--- config.mk ---
export PLATFORM = sky130hd
export DESIGN_NAME = spi_sram_controller
export DESIGN_NICKNAME = d
export VERILOG_FILES = /design/src/rtl/spi_sram_controller_pkg.sv /design/src/rtl/spi_sram_controller.sv
export SDC_FILE = /design/constraint.sdc
export NUM_CORES = 1
export LEC_CHECK = 0
export BUFFER_PORTS_ARGS = -buffer_cell sky130_fd_sc_hd__buf_4
export CORE_ASPECT_RATIO = 2
export CORE_MARGIN = 2
export CORE_UTILIZATION = 60
export DETAILED_ROUTE_END_ITERATION = 12
export GPL_ROUTABILITY_DRIVEN = 0
export PLACE_DENSITY = 0.84
export SYNTH_ARGS = -nofsm -noshare
export SYNTH_HDL_FRONTEND = slang
export SYNTH_SLANG_ARGS = --single-unit
--- constraint.sdc ---
create_clock -name clk -period 5.8 [get_ports clk]
set_clock_uncertainty 0.15 [all_clocks]
set_input_delay 0.29 -clock clk [delete_from_list [all_inputs] [get_ports clk]]
set_output_delay 0.29 -clock clk [all_outputs]
set_load 0.02 [all_outputs]
--- src/rtl/spi_sram_controller_pkg.sv ---
// rtl/spi_sram_controller_pkg.sv - shared constants, state encoding and frame builder for the SPI SRAM bridge
package spi_sram_controller_pkg;

    localparam logic [7:0] CMD_READ     = 8'h03;
    localparam logic [7:0] CMD_WRITE    = 8'h02;
    localparam int         WORD_SIZE    = 16;
    localparam int         ADDRESS_SIZE = 18;
    localparam int         FRAME_BITS   = 48;
    localparam int         HEADER_BITS  = FRAME_BITS - WORD_SIZE;

    typedef enum logic [1:0] {
        ST_IDLE  = 2'd0,
        ST_SHIFT = 2'd1,
        ST_DONE  = 2'd2
    } state_t;

    // Byte address is the word address shifted left by one; read frames send zeros in the data phase.
    function automatic logic [FRAME_BITS-1:0] build_frame(
        input logic                 is_write,
        input logic [15:0]          word_addr,
        input logic [WORD_SIZE-1:0] data,
        input logic [7:0]           cmd_rd,
        input logic [7:0]           cmd_wr
    );
        return {is_write ? cmd_wr : cmd_rd, 7'b0, word_addr, 1'b0,
                is_write ? data : {WORD_SIZE{1'b0}}};
    endfunction

endpackage

--- src/rtl/spi_sram_controller.sv ---
// rtl/spi_sram_controller.sv - one CPU word request per 48-bit SPI frame to a sequential-mode serial SRAM
module spi_sram_controller #(
    parameter int         ADDR_W    = spi_sram_controller_pkg::ADDRESS_SIZE,
    parameter int         DATA_W    = spi_sram_controller_pkg::WORD_SIZE,
    parameter logic [7:0] CMD_READ  = spi_sram_controller_pkg::CMD_READ,
    parameter logic [7:0] CMD_WRITE = spi_sram_controller_pkg::CMD_WRITE
) (
    input  logic              clk,
    input  logic              rst_n,
    input  logic              ena,
    input  logic [ADDR_W-1:0] mem_address,
    input  logic [DATA_W-1:0] mem_write_value,
    input  logic              mem_write_enable,
    input  logic              mem_request,
    output logic [DATA_W-1:0] mem_read_value,
    output logic              mem_request_complete,
    output logic              sram_cs,
    output logic              sram_si,
    input  logic              sram_so
);
    import spi_sram_controller_pkg::*;

    localparam logic [5:0] LAST_BIT = 6'(FRAME_BITS - 1);
    localparam logic [5:0] RX_FIRST = 6'(HEADER_BITS);

    state_t                  state;
    logic [5:0]              bit_cnt;
    logic [FRAME_BITS-1:0]   tx_shift;
    logic [DATA_W-1:0]       rx_shift;
    logic                    is_write;
    logic [FRAME_BITS-1:0]   load_frame;
    logic                    unused_addr_hi;

    assign load_frame     = build_frame(mem_write_enable, mem_address[15:0], mem_write_value,
                                        CMD_READ, CMD_WRITE);
    assign unused_addr_hi = ^mem_address[ADDR_W-1:16];

    always_ff @(posedge clk or negedge rst_n) begin
        if (!rst_n) begin
            state                <= ST_IDLE;
            bit_cnt              <= 6'd0;
            tx_shift             <= '0;
            rx_shift             <= '0;
            is_write             <= 1'b0;
            sram_cs              <= 1'b1;
            sram_si              <= 1'b0;
            mem_request_complete <= 1'b0;
            mem_read_value       <= '0;
        end else if (ena) begin
            case (state)
                ST_IDLE: begin
                    mem_request_complete <= 1'b0;
                    sram_cs              <= 1'b1;
                    sram_si              <= 1'b0;
                    if (mem_request) begin
                        // First bit goes straight to the pin; tx_shift then holds the remainder MSB-aligned.
                        sram_si  <= load_frame[FRAME_BITS-1];
                        tx_shift <= {load_frame[FRAME_BITS-2:0], 1'b0};
                        sram_cs  <= 1'b0;
                        bit_cnt  <= 6'd0;
                        is_write <= mem_write_enable;
                        state    <= ST_SHIFT;
                    end
                end
                ST_SHIFT: begin
                    sram_si  <= tx_shift[FRAME_BITS-1];
                    tx_shift <= {tx_shift[FRAME_BITS-2:0], 1'b0};
                    if (bit_cnt >= RX_FIRST) begin
                        rx_shift <= {rx_shift[DATA_W-2:0], sram_so};
                    end
                    if (bit_cnt == LAST_BIT) begin
                        state                <= ST_DONE;
                        sram_cs              <= 1'b1;
                        sram_si              <= 1'b0;
                        mem_request_complete <= 1'b1;
                        if (!is_write) begin
                            mem_read_value <= {rx_shift[DATA_W-2:0], sram_so};
                        end
                    end else begin
                        bit_cnt <= bit_cnt + 6'd1;
                    end
                end
                ST_DONE: begin
                    // Always pass through IDLE so cs stays high between back-to-back frames.
                    mem_request_complete <= 1'b0;
                    bit_cnt              <= 6'd0;
                    state                <= ST_IDLE;
                end
                default: begin
                    state <= ST_IDLE;
                end
            endcase
        end
    end

endmodule

==> impl_summary.txt <==
----------------------------------------------------
[Outcome]
  Outcome ... finished clean

[Routing]
  Aggregate routed wire length ... between 7000 and 8000 µm
  Number of vias in the routed layout ... 2596
  First-pass DRT Iterations ... 4
  Mean routed wirelength per cell ... approximately 15 µm
  Final ANT Viol Nets ... 0
  Vias/cell ... ~5.5
  DRC viols ... 0
  Initial DRC Count ... ~120

[Synthesis]
  Top-area cell type share of the netlist area ... around 58%
  Sequential-to-total area share from yosys stat ... 58.6%
  Largest family of logic cells by synthesized area ... multiplexers
  Number of enable flip-flop cells after synthesis ... 0
  Dominant synthesized flop cell ... dfrtp_1
  Net count after synthesis ... 370
  Proportion of synthesized area in mux cells ... 14.5%
  Total of flip-flops plus latches after synthesis ... 90
  Area share of and/or/nand/nor cells after synthesis ... 10.9%
  Post-Synth XOR/XNOR Area ... 0%
  FFs w/ async S/R, synth ... 100%
  Most instantiated library cell after synthesis ... dfrtp_1
  Total standard cell area after synthesis ... between 3000 and 4000 µm²
  Complex-gate fraction of the synthesized area ... around an eighth
  Yosys cell types ... 36
  Number of warning messages in the yosys log ... 0
  List of most frequent post-synthesis cells ... 89 x dfrtp_1, 42 x nand2_1, 39 x o21ai_0
  Post-Synth Adder-Cell Area ... less than 1%
  Average size of a mapped cell ... about 12 µm²
  Dominant cells by area after synthesis ... dfrtp_1 58%, mux2_2 6.4%, o21ai_0 5.1%
  Most area-hungry cell type in the Yosys netlist ... dfrtp_1
  Mapped Cells ... about 330

[Critical path]
  Cell type group with the largest total delay on the critical path ... simple AND/OR/NAND/NOR gates
  Minimum setup slack among reg-to-reg paths ... 3.43 ns
  Series of cell instances along the critical path ... and2b_1 > and2_1 > nand3b_4 > mux2_4
  Type of the worst setup path ... reg -> reg
  Reg-to-reg critical path startpoint ... state[0]
  Buffers & Inverters on Critical Path ... 0
  CP Max Fanout ... 16
  Endpoint of the most critical register-to-register path ... mem_read_value[10]
  Slowest library cell on the worst path ... and2_1
  Delay of the slowest cell on the worst path ... between 0.6 and 0.7 ns
  Arrival time of data at the critical path endpoint ... between 2 and 2.5 ns
  Critical path required time ... roughly 5.9 ns
  Depth of the worst register-to-register path ... 4
  Crit. End Element ... register
  Kind of launch point of the worst setup path ... register

[GRT]
  Aggregate global routing overflow ... 0
  Number of global-route vias before repair ... approximately 2.6k
  Global-route wire length before repair ... ~12000 µm
  Largest net degree at the start of global routing ... 91
  Antenna violations before repair ... 0
  Overall routing resource usage ... 22.4%

[STA]
  Achievable clock frequency ... 421 MHz
  Max_slew headroom ... 28.2%
  Hold Fails Final Rpt ... 0
  Final count of negative-setup-slack endpoints ... 0
  Min cycle time layout ... approximately 2.4 ns
  Setup repair after global routing missed its margin ... false
  Total negative setup slack ... 0 ns
  Max Transition Viols Final ... 0
  Final setup margin ... between 3 and 4 ns
  Pin slew with the least headroom to its limit ... ~1.1 ns
  Fin crit share ... 40.9%

[Layout]
  Total number of nets in the final design ... 420
  Filler Cell Count ... 458
  Layout cells sized above 1 ... 28.5%
  Core utilization of the finished layout ... roughly 73%
  Area delta synth->final ... 19.0%
  Antenna diode instance count ... 0
  Total non-filler cell area in the finished layout ... between 4000 and 5000 µm²

[Placed design]
  Total of buffers placed on input and output ports ... 56
  Post-placement cell area ... 4300 µm²
  Dpl hpwl ... around 4700 µm
  Setup slack at placement ... between 3 and 4 ns

[Floorplanning]
  Starting utilization of the core area ... between 60% and 70%
  Die outline height ... around 120 µm
  Boundary pin count ... 59
  Standard cell core area ... 6260 µm²
  Full die area ... about 7100 µm²
  Row cnt ... 41
  Die width ... slightly above 60 µm

[Clock network]
  Clock sink count ... 90
  Depth of the CTS H-tree ... 3
  Clock tree from TritonCTS ... built
  Post-CTS Setup Bufs ... 0
  Source-to-sink clock delay at the later pin of the worst-skew pair ... around 0.33 ns
  Number of buffers created by CTS ... 9
  Post-cts resize count ... 0
  Clock Tree Root ... clkbuf_16
  Register clock-pin slew on the reported worst setup and hold paths ... about 0.060 ns
  Post-CTS Hold Buffers ... 0
  Clock tree buffer depth ... 2

[Pwr]
  Worst supply voltage drop on vdd ... a little over 200 µV
  Combinational Power Share ... between 10% and 20%
  Pwr Density ... around 320 nW/µm²
  Psw ... around 0.00037 W
  Cell-internal power ... roughly 0.0011 W
  Leakage power ... 2.36 nW
  Overall power ... approximately 0.0015 W
  Clock network fraction of design power ... a little over a third
  Part of the power in registers ... 51.6%
  Proportion of total power due to net switching ... 25.5%

[Worst hold path]
  Hold Path Class ... in -> async

[Run]
  Maximum Capacitance Violations ... 0

----------------------------------------------------
[flip-flops by register name, summed over array words and instances, names as in the netlist]
| register | cells |
|---|---|
| sram_cs | 1 |
| state | 2 |
| sram_si | 1 |
| bit_cnt | 6 |
| tx_shift | 47 |
| rx_shift | 15 |
| mem_request_complete | 1 |
| mem_read_value | 16 |
| is_write | 1 |
[how the worst max path moves through the flow]
stage / cells past startpoint / to / from
6_report: 4 / mem_read_value[10] / state[0]
4_1_cts: 4 / mem_read_value[0] / state[0]
3_5_place_dp: 4 / mem_read_value[0] / state[0]
2_1_floorplan: 8 / rx_shift[10] / state[0]
5_1_grt: 4 / mem_read_value[10] / state[0]
3_3_place_gp: 4 / mem_read_value[0] / state[0]
[kinds of logic after synthesis]
logic type | Yosys count
buffers and inverters | 24
muxes | 48
adders and majority gates | 2
DFF | 90
and+or+nand+nor | 84
AOI/OAI and AO/OA | 80
[cell type report]
type,count,area (µm²),share of cell area [%]
tap,86,108,2.35
clock inverter,4,27.5,0.602
multi-input combinational,214,1480,32.4
clock buffer,12,246,5.39
timing repair buffer,58,435,9.52
sequential,90,2250,49.3
inverter,5,18.8,0.411
[layer usage]
metal | GRT usage (%) | share of wire (%) | vias to the layer above
met5 | 0 | 0 | -
met1 | 27.9 | 41 | 1232
li1 | - | - | 1257
met3 | 5.38 | 4.3 | 18
met4 | 11.4 | 2.6 | 0
met2 | 35.8 | 52 | 89
[per-stage QoR]
stage / hold WS (ns) / std cells
global placement: 0.312 / 453
floorplan: -0.156 / 328
detailed placement: 0.321 / 453
CTS: 0.0175 / 469
finish: 0.0130 / 469
global route: 0.0375 / 469
[placed cells by master (no fill, tap or decap), types with 3 or more instances in the layout]
| cell | instances |
|---|---|
| nand2_1 | 42 |
| clkbuf_16 | 9 |
| a22o_1 | 12 |
| mux2_2 | 22 |
| mux2_4 | 10 |
| mux2i_1 | 16 |
| nand3_1 | 4 |
| o21ai_0 | 39 |
| nor2_1 | 7 |
| and3_1 | 17 |
| dfrtp_1 | 89 |
| o31ai_1 | 3 |
| buf_4 | 58 |
| clkinvlp_4 | 3 |
| nand2b_1 | 3 |
| a21oi_1 | 20 |
| inv_1 | 5 |
[power by group through the flow]
| stage | Clock [W] | Combinational [W] | Sequential, W |
|---|---|---|---|
| detailed placement | 0 | 0.000177 | 0.000759 |
| CTS | 0.000543 | 0.000178 | 0.000749 |
| finish | 0.000530 | 0.000174 | 0.000750 |
| floorplan | 0 | 0.000119 | 0.000746 |
| global placement | 0 | 0.000167 | 0.000755 |
| global route | 0.000571 | 0.000200 | 0.000758 |
(Power assumes the default switching activity.)
